`config.mk`:
```
export PLATFORM = sky130hd
export DESIGN_NAME = uart_rx_frame_deframer
export DESIGN_NICKNAME = d
export VERILOG_FILES = /design/src/rtl/uart_rx_frame_deframer.sv
export SDC_FILE = /design/constraint.sdc
export NUM_CORES = 1
export LEC_CHECK = 0
export CAP_MARGIN = 20
export CELL_PAD_IN_SITES_DETAIL_PLACEMENT = 1
export CELL_PAD_IN_SITES_GLOBAL_PLACEMENT = 1
export CORE_MARGIN = 2
export CORE_UTILIZATION = 47
export DETAILED_ROUTE_END_ITERATION = 12
export HOLD_SLACK_MARGIN = 0.15
export PLACE_DENSITY_LB_ADDON = 0.1
export SYNTH_ARGS = -nofsm -noshare
export SYNTH_HDL_FRONTEND = slang
export SYNTH_SLANG_ARGS = --single-unit
```
`constraint.sdc`:
```
create_clock -name sys_clk_i -period 4.9 [get_ports sys_clk_i]
set_input_delay 0.735 -clock sys_clk_i [delete_from_list [all_inputs] [get_ports sys_clk_i]]
set_output_delay 0.735 -clock sys_clk_i [all_outputs]
set_load 0.1 [all_outputs]
```
`src/rtl/uart_rx_frame_deframer.sv`:
```
// UART receiver with idle-timeout framing: recovers characters from rx_i, flags sof/eof.
// Latency: rx_valid one cycle after the final stop sample; rx_eof IDLE_BITS bit-times after it.
// Backpressure: none; the receiver free-runs and every character is strobed out exactly once.
module uart_rx_frame_deframer #(
    parameter int DATA_BIT  = 8,
    parameter int IDLE_BITS = 4
) (
    input  logic                sys_clk_i,
    input  logic                rst_n_i,
    input  logic [15:0]         baud_cnt_max,
    input  logic [1:0]          uart_parity_bit,
    input  logic [1:0]          uart_stop_bit,
    input  logic                rx_i,
    output logic [DATA_BIT-1:0] rx_data,
    output logic                rx_valid,
    output logic                rx_sof,
    output logic                rx_parity_err,
    output logic                rx_frame_err,
    output logic                rx_eof
);

    localparam int BIW = (DATA_BIT > 1) ? $clog2(DATA_BIT) : 1;
    localparam int ICW = $clog2(IDLE_BITS + 1);
    localparam logic [BIW-1:0] BIT_LAST  = BIW'(DATA_BIT - 1);
    localparam logic [ICW-1:0] IDLE_LAST = ICW'(IDLE_BITS - 1);
    localparam logic [ICW-1:0] IDLE_FULL = ICW'(IDLE_BITS);

    typedef enum logic [2:0] {
        ST_IDLE,
        ST_START,
        ST_DATA,
        ST_PARITY,
        ST_STOP1,
        ST_STOP2
    } state_t;

    // synchronizer and edge-detect history, all idling high
    logic rx_meta_q, rx_s_q, rx_prev_q;
    logic rx_fall;

    state_t              state_q, state_d;
    logic [15:0]         bc_q, bc_d;
    logic [15:0]         n_q, n_d;
    logic [1:0]          par_q, par_d;
    logic [1:0]          stop_q, stop_d;
    logic [BIW-1:0]      bit_idx_q, bit_idx_d;
    logic [DATA_BIT-1:0] shreg_q, shreg_d;
    logic                perr_q, perr_d;
    logic                ferr_q, ferr_d;
    logic                frame_open_q, frame_open_d;
    logic [ICW-1:0]      idle_cnt_q, idle_cnt_d;

    logic [DATA_BIT-1:0] rx_data_q, rx_data_d;
    logic                rx_valid_q, rx_valid_d;
    logic                rx_sof_q, rx_sof_d;
    logic                rx_perr_q, rx_perr_d;
    logic                rx_ferr_q, rx_ferr_d;
    logic                rx_eof_q, rx_eof_d;

    logic bc_last;
    logic par_en;
    logic par_x;
    logic deliver;
    logic ferr_now;

    assign rx_fall = rx_prev_q & ~rx_s_q;

    // 2-FF synchronizer plus one history flop for falling-edge detection
    always_ff @(posedge sys_clk_i) begin
        if (!rst_n_i) begin
            rx_meta_q <= 1'b1;
            rx_s_q    <= 1'b1;
            rx_prev_q <= 1'b1;
        end else begin
            rx_meta_q <= rx_i;
            rx_s_q    <= rx_meta_q;
            rx_prev_q <= rx_s_q;
        end
    end

    // next-state logic: bit timing, character assembly and idle-timeout framing
    always_comb begin
        state_d      = state_q;
        bc_d         = bc_q;
        n_d          = n_q;
        par_d        = par_q;
        stop_d       = stop_q;
        bit_idx_d    = bit_idx_q;
        shreg_d      = shreg_q;
        perr_d       = perr_q;
        ferr_d       = ferr_q;
        frame_open_d = frame_open_q;
        idle_cnt_d   = idle_cnt_q;
        rx_data_d    = rx_data_q;
        rx_valid_d   = 1'b0;
        rx_sof_d     = 1'b0;
        rx_perr_d    = 1'b0;
        rx_ferr_d    = 1'b0;
        rx_eof_d     = 1'b0;
        deliver      = 1'b0;
        ferr_now     = ferr_q;
        bc_last      = (bc_q == (n_q - 16'd1));
        par_en       = (par_q == 2'd1) || (par_q == 2'd2);
        par_x        = (^shreg_q) ^ rx_s_q;

        case (state_q)
            ST_IDLE: begin
                // a zero baud setting parks the receiver, including the idle timer
                if (baud_cnt_max != 16'd0) begin
                    if (frame_open_q && (idle_cnt_q != IDLE_FULL)) begin
                        if (bc_last) begin
                            bc_d       = 16'd0;
                            idle_cnt_d = idle_cnt_q + ICW'(1);
                            if (idle_cnt_q == IDLE_LAST) begin
                                rx_eof_d     = 1'b1;
                                frame_open_d = 1'b0;
                            end
                        end else begin
                            bc_d = bc_q + 16'd1;
                        end
                    end
                    // a start edge still clears the idle count; eof above wins if it fires now
                    if (rx_fall) begin
                        state_d    = ST_START;
                        bc_d       = 16'd0;
                        idle_cnt_d = '0;
                        n_d        = baud_cnt_max;
                        par_d      = uart_parity_bit;
                        stop_d     = uart_stop_bit;
                        bit_idx_d  = '0;
                        perr_d     = 1'b0;
                        ferr_d     = 1'b0;
                    end
                end
            end
            ST_START: begin
                if (bc_q == (n_q >> 1)) begin
                    bc_d = 16'd0;
                    // line back high at mid-start: glitch, drop it silently
                    state_d = rx_s_q ? ST_IDLE : ST_DATA;
                end else begin
                    bc_d = bc_q + 16'd1;
                end
            end
            ST_DATA: begin
                if (bc_last) begin
                    bc_d    = 16'd0;
                    shreg_d = {rx_s_q, shreg_q[DATA_BIT-1:1]};
                    if (bit_idx_q == BIT_LAST) begin
                        state_d = par_en ? ST_PARITY : ST_STOP1;
                    end else begin
                        bit_idx_d = bit_idx_q + BIW'(1);
                    end
                end else begin
                    bc_d = bc_q + 16'd1;
                end
            end
            ST_PARITY: begin
                if (bc_last) begin
                    bc_d    = 16'd0;
                    // odd wants an overall XOR of 1, even wants 0
                    perr_d  = (par_q == 2'd1) ? ~par_x : par_x;
                    state_d = ST_STOP1;
                end else begin
                    bc_d = bc_q + 16'd1;
                end
            end
            ST_STOP1: begin
                if (bc_last) begin
                    bc_d     = 16'd0;
                    ferr_now = ferr_q | ~rx_s_q;
                    // 1.5 stop bits are received as a single stop bit
                    if (stop_q == 2'd2) begin
                        ferr_d  = ferr_now;
                        state_d = ST_STOP2;
                    end else begin
                        deliver = 1'b1;
                    end
                end else begin
                    bc_d = bc_q + 16'd1;
                end
            end
            ST_STOP2: begin
                if (bc_last) begin
                    bc_d     = 16'd0;
                    ferr_now = ferr_q | ~rx_s_q;
                    deliver  = 1'b1;
                end else begin
                    bc_d = bc_q + 16'd1;
                end
            end
            default: begin
                state_d = ST_IDLE;
                bc_d    = 16'd0;
            end
        endcase

        // character complete: present it and restart the idle timer from here
        if (deliver) begin
            state_d      = ST_IDLE;
            rx_valid_d   = 1'b1;
            rx_data_d    = shreg_q;
            rx_perr_d    = perr_q;
            rx_ferr_d    = ferr_now;
            rx_sof_d     = ~frame_open_q;
            frame_open_d = 1'b1;
            idle_cnt_d   = '0;
            bc_d         = 16'd0;
        end
    end

    // state and output registers
    always_ff @(posedge sys_clk_i) begin
        if (!rst_n_i) begin
            state_q      <= ST_IDLE;
            bc_q         <= 16'd0;
            n_q          <= 16'd0;
            par_q        <= 2'd0;
            stop_q       <= 2'd0;
            bit_idx_q    <= '0;
            shreg_q      <= '0;
            perr_q       <= 1'b0;
            ferr_q       <= 1'b0;
            frame_open_q <= 1'b0;
            idle_cnt_q   <= '0;
            rx_data_q    <= '0;
            rx_valid_q   <= 1'b0;
            rx_sof_q     <= 1'b0;
            rx_perr_q    <= 1'b0;
            rx_ferr_q    <= 1'b0;
            rx_eof_q     <= 1'b0;
        end else begin
            state_q      <= state_d;
            bc_q         <= bc_d;
            n_q          <= n_d;
            par_q        <= par_d;
            stop_q       <= stop_d;
            bit_idx_q    <= bit_idx_d;
            shreg_q      <= shreg_d;
            perr_q       <= perr_d;
            ferr_q       <= ferr_d;
            frame_open_q <= frame_open_d;
            idle_cnt_q   <= idle_cnt_d;
            rx_data_q    <= rx_data_d;
            rx_valid_q   <= rx_valid_d;
            rx_sof_q     <= rx_sof_d;
            rx_perr_q    <= rx_perr_d;
            rx_ferr_q    <= rx_ferr_d;
            rx_eof_q     <= rx_eof_d;
        end
    end

    assign rx_data       = rx_data_q;
    assign rx_valid      = rx_valid_q;
    assign rx_sof        = rx_sof_q;
    assign rx_parity_err = rx_perr_q;
    assign rx_frame_err  = rx_ferr_q;
    assign rx_eof        = rx_eof_q;

endmodule
```
==> metrics, run 1 <==
status finished, final reports clean; Power Dens Cells roughly 340 mW/mm^2; Post-route DRC 0; n_diodes 0; multi-input logic area roughly 0.0023 mm^2; CP max FO 12; Avg Vias per Cell 5.889; Layout area overhead 14.84%; Overflow after GRT 0; GP Congestion 0.8642; RSZ-0062 raised after global routing false; drt total wl 10.79 mm; clock tree buffer depth 2; design area 0.004531 mm^2; initial antenna violation count 0; postcts setup bufs 0; vias in the first global route roughly 3700; total track usage 0.2518; worst min-delay path startpoint rx_meta_q; r2r startpoint n_q[1]; Fmax 279.2 MHz; multiplexer share of the synthesized area 0.01078; post_cts resized 0; synthesized flop and latch total 72; clock root cell clkbuf_8; hold worst-path end rx_s_q; Power Total 1.545 mW; Pleak 1.627 nW; Tightest Pin Transition slightly below 1000 ps; Initial Util 0.4826; Register-to-Register Setup Slack about 1300 ps; Netlist Area Pre-Place 0.003945 mm^2; # setup viols final 0; CTS tree yes; relative slew slack 0.3429; die area 0.009142 mm^2; fillcell total 999; Net count, final about 530; post-detailed-placement half-perimeter wirelength 7.888 mm; global-route wire length before repair 17.89 mm; layout cells sized above 1 0.06400; setup tns final 0 ps; Req. time, crit path 5190 ps; largest net degree at the start of global routing 39; Setup CP Type reg2reg; Synth cell types 58; Synth Area per Inst 8.288 um^2; WHS Path Cells 1; top_reg_cell synth dfxtp_1; Pins Over Slew Limit 0; final setup skew 5.211 ps; R2R Path End rx_data[1]; core area 0.008175 mm^2; IO Pins 36; routed via count 3563; register area share after synthesis 0.3654; compound-cell area share of the yosys netlist 0.2125; R2R depth 10; num rows 33; Yosys warning count 0; clk_lat worst skew 350 ps; # hold bufs at CTS 0; VDD IR-drop max 0.0001562 V; largest family of logic cells by synthesized area simple AND/OR/NAND/NOR gates; die width between 90 and 100 um; DIE HEIGHT 95.62 um; Critical Path Start Type flop; # clock sinks 72; CTS clock-pin slew for the worst setup and hold paths 80 ps; 1st-iter DRT viols about 130; commonest non-fill, non-tap cell in the layout dfxtp_1; Synth Area in Adders 0.02537; min Tclk post-route about 3600 ps; Critical Path AT 3870 ps; register area 0.001441 mm^2; WHS ~420 ps; Synth Area in Simple Gates 0.2452; port buffer count 35; number of max-cap violations 0; final hold violation count 0; Num CTS Buffers 9; Post-DP Area 0.004305 mm^2; EDFF count, synth 0; endpoint class of the critical path flop; Layout Utilization 0.5542; Mapped Nets 507; post-route ant nets 0; first drt pass iteration count 4; post-synthesis async set-or-reset flop share 0; WL/cell 17.84 um; most frequent cells in the layout dfxtp_1 (72), nand2_1 (64), a21oi_1 (42), clkdlybuf4s50_1 (35), nor2_1 (24); Cells after Synth 476; Synth Area in XOR/XNOR 0.09007; fin crit share 0.7309; Min-Delay Path Class reg2reg; H-tree levels 3
## how the worst max path moves through the flow
stage / endpoint / slack [ps] / cells past startpoint / startpoint
2_1_floorplan: bc_q[10] / 2050 / 10 / n_q[3]
3_3_place_gp: rx_data[4] / 1560 / 10 / n_q[0]
3_5_place_dp: rx_data[1] / 1400 / 10 / n_q[1]
4_1_cts: rx_parity_err / 1330 / 10 / n_q[1]
5_1_grt: rx_data[1] / 1100 / 10 / n_q[0]
6_report: rx_data[1] / 1320 / 10 / n_q[1]
## critical path: stages, from the launching register on
cell,delay (ps)
dfxtp_1,360
inv_1,80
ha_1,220
nor3b_1,420
nand3_1,160
mux2i_1,170
or4_1,640
nor4_4,430
nand2_1,180
nor2_1,640
a22o_1,220
## synthesized netlist by cell type (2+ instances only)
master    instances  area (um^2)
nand2_1          64        240.2
a22oi_1           4        30.03
a21oi_1          42        210.2
o31ai_1           4        30.03
nor3_1           10        50.05
or3_1             6        37.54
and3_1            6        37.54
or4_1             4        30.03
o21ai_1          12        60.06
mux2i_1           2        20.02
nand2b_1          9        56.30
a21boi_0          3        22.52
a21o_1            3        22.52
a31oi_1           2        12.51
nor2b_1           5        31.28
o21ai_0          15        75.07
o21a_1            3        22.52
xnor2_1          17        148.9
inv_1            17        63.81
nor4_1           13        81.33
nor4_4            2        42.54
a22o_1            8        70.07
a31o_1            4        35.03
buf_4             2        15.01
nand4_1           5        31.28
buf_6             2        22.52
and2_1            4        25.02
a211oi_1          8        60.06
xor2_1           21        183.9
buf_2             4        20.02
ha_1              8        100.1
nor4_2            2        25.02
o31a_1            2        17.52
o22ai_1           4        25.02
clkbuf_1         20        75.07
and3b_1           3        26.28
dfxtp_1          72         1441
nor2_1           24        90.09
nand4b_1          2        17.52
mux2_1            2        22.52
nor3b_1           3        22.52
o32ai_1           5        43.79
nand3_1          13        65.06
## cell type report
type | count | share of cell area
Clock buffer | 9 | 0.02734
Multi-Input combinational cell | 358 | 0.5084
Inverter | 17 | 0.01408
Clock inverter | 7 | 0.02237
Timing Repair Buffer | 37 | 0.08064
Tap cell | 105 | 0.02900
Sequential cell | 72 | 0.3181
## layer usage
layer	routed length, um	global-route usage	vias up
li1	-	-	1741
met1	4713	0.2942	1757
met2	5615	0.4598	46
met3	269	0.04664	19
met4	194	0.08333	0
met5	0	0	-
## power breakdown
part	internal (mW)	switching (mW)
combinational	0.135	0.211
clock	0.292	0.250
sequential	0.606	0.0518
## sequential cells by signal, indices dropped and copies added, names as in the netlist, 3 cells and up
register,flops
bc_q,16
shreg_q,8
n_q,16
rx_data,8
bit_idx_q,3
state_q,3
idle_cnt_q,3
## logic make-up (layout without fill, tap and decap cells)
group,after synthesis,in the layout
simple gates,180,180
compound gates,127,127
flops,72,72
buf+inv,46,70
xor+xnor,39,39
fa+ha+maj,8,8
mux,4,4
## stage by stage
| step | std cells | setup WS, ps |
|---|---|---|
| floorplan | 476 | 2051 |
| global placement | 589 | 1556 |
| detailed placement | 589 | 1400 |
| CTS | 605 | 1328 |
| global route | 605 | 1095 |
| finish | 605 | 1319 |
No activity file was read; power rests on OpenSTA's default activity.
==> run 2, diff against run 1 <==
--- a/config.mk
+++ b/config.mk
@@ -9,7 +9,7 @@
 export CELL_PAD_IN_SITES_DETAIL_PLACEMENT = 1
 export CELL_PAD_IN_SITES_GLOBAL_PLACEMENT = 1
 export CORE_MARGIN = 2
-export CORE_UTILIZATION = 47
+export CORE_UTILIZATION = 43
 export DETAILED_ROUTE_END_ITERATION = 12
 export HOLD_SLACK_MARGIN = 0.15
 export PLACE_DENSITY_LB_ADDON = 0.1
==> constraint.sdc (replaced) <==
create_clock -name sys_clk_i -period 3.66 [get_ports sys_clk_i]
set_input_delay 0.549 -clock sys_clk_i [delete_from_list [all_inputs] [get_ports sys_clk_i]]
set_output_delay 0.549 -clock sys_clk_i [all_outputs]
set_load 0.1 [all_outputs]
==> run 2 against run 1 <==
- setup slack got worse by 960 ps
- count of clock-buffer cells in the layout unchanged
- clock power increased by 30%
- clock skew increased by 7.9 ps
- global-route usage decreased by 2.2 points
- sequential share of layout area decreased by 0.59 points
- critical endpoint is now bc_q[0]
==> metrics, run 2 (same netlist as run 1, synthesis figures left out) <==
Critical Path Start Type flop; Critical Path, Cell by Cell or4_4 > nor4_1 > nor4b_2 > a311oi_2 > nor4_4 > buf_4 > a21oi_1 > o21ai_1 > a21oi_1; port buffer count 35; crit-path leading delay family compound AO/OA/AOI/OAI gates; drt total wl approximately 11 mm; Layout area overhead 17.00%; # clock sinks 72; H-tree levels 3; final hold violation count 0; core area 0.008806 mm^2; CP max FO 10; clk_lat worst skew ~360 ps; Post-route DRC 0; CP Buf/Inv Count 1; Net count, final 537; largest net degree at the start of global routing 37; global-route wire length before repair roughly 18 mm; Internal Pwr Total approximately 1.4 mW; Tightest Pin Transition 981.4 ps; die width 99.79 um; endpoint class of the critical path flop; setup tns final 0 ps; IO Pins 36; num rows 34; post-route ant nets 0; first drt pass iteration count 4; # hold bufs at CTS 0; Req. time, crit path 3950 ps; clock root cell clkbuf_8; die area ~0.01 mm^2; Critical-path top delay cell a21oi_1; Pins Over Slew Limit 0; WHS around 410 ps; 1st-iter DRT viols ~120; crit-path max cell delay roughly 670 ps; CTS clock-pin slew for the worst setup and hold paths about 80 ps; fillcell total 1065; status finished, final reports clean; clock tree buffer depth 2; Pleak 1.692 nW; most frequent cells in the layout dfxtp_1 (72), nand2_1 (64), a21oi_1 (42), clkdlybuf4s50_1 (35), nor2_1 (24); CTS tree yes; Min-Delay Path Class reg2reg; sequential power share 0.424; WL/cell 17.79 um; routed via count 3617; net load switching power 0.6751 mW; post-detailed-placement half-perimeter wirelength 7.982 mm; n_diodes 0; RSZ-0062 raised after global routing false; final setup skew 13.09 ps; DIE HEIGHT ~100 um; relative slew slack 0.3437; Num CTS Buffers 9; GP Congestion a little under 0.9; Setup CP Type reg2reg; VDD IR-drop max ~0.00020 V; cell count after placement between 600 and 700; layout cells sized above 1 0.08611; total track usage 0.2299; Initial Util 0.4480; Overflow after GRT 0; Net Sw Frac 0.3266; fin crit share 0.9031; part of the power in the clock network 0.342; Post-Layout Cell Count 619; initial antenna violation count 0; min Tclk post-route 3305 ps; number of max-cap violations 0; vias in the first global route approximately 3600; commonest non-fill, non-tap cell in the layout dfxtp_1; # setup viols final 0; crit-path most repeated cell a21oi_1; Gate power share 0.234; Power Dens Cells 447.8 mW/mm^2; Fmax 302.6 MHz; Critical Path AT 3590 ps; Top Registers bc_q (16), n_q (16); Avg Vias per Cell about 6
## run 2: cell types whose count changed in the layout (fill, tap and decap cells not counted), sizes merged
cell and delta:
clkinvlp -2, buf +11, clkinv +5, inv -3
## run 2: power by group through the flow
stage | registers (mW) | clock network (mW) | logic [mW]
after floorplan | 0.856 | 0 | 0.378
after global placement | 0.894 | 0 | 0.463
after detailed placement | 0.894 | 0 | 0.476
after CTS | 0.875 | 0.731 | 0.482
after global routing | 0.882 | 0.764 | 0.535
final | 0.877 | 0.707 | 0.483
## run 2: worst paths after layout
check / to / from / cells after the start / slack [ps]
setup / recovery: bc_q[0] / n_q[3] / 9 / 350
hold / removal: rx_s_q / rx_meta_q / 1 / 410
setup reg to reg: bc_q[0] / n_q[3] / 9 / 350
hold reg to reg: rx_s_q / rx_meta_q / 1 / 410
## run 2: layout make-up
type	count	area (um^2)	share of cell area
inverter	17	63.81	0.01382
multi-input combinational	358	2307	0.4999
timing repair buffer	48	447.9	0.09705
tap	108	135.1	0.02928
clock inverter	7	96.34	0.02087
clock buffer	9	123.9	0.02684
sequential	72	1441	0.3123
## run 2: stage by stage
step / worst slack, ps / cell area, um^2 / util / total power, mW
2_1_floorplan: 811.5 / 3945 / - / 1.234
3_3_place_gp: 417.4 / 4392 / 0.4987 / 1.357
3_5_place_dp: 298.6 / 4392 / 0.4987 / 1.370
4_1_cts: 218.7 / 4612 / 0.5237 / 2.088
5_1_grt: 112.5 / 4616 / 0.5242 / 2.181
6_report: 354.8 / 4616 / 0.5242 / 2.067
## run 2: metal layers
layer	vias up	GRT usage	routed length (um)
met4	0	0.09062	289
li1	1772	-	-
met5	-	0	0
met2	50	0.3950	5613
met3	22	0.04526	341
met1	1773	0.2839	4765
## run 2: what timing repair did
item,in CTS,in global routing
setup endpoints to repair,0,7
setup buffers,0,0
gates resized for setup,0,1
## run 2: worst register-to-register path, stage by stage (launching register included)
cell      delay, ps
dfxtp_1         450
or4_4           620
nor4_1          250
nor4b_2          90
a311oi_2        560
nor4_4          100
buf_4           190
a21oi_1         670
o21ai_1         150
a21oi_1         150
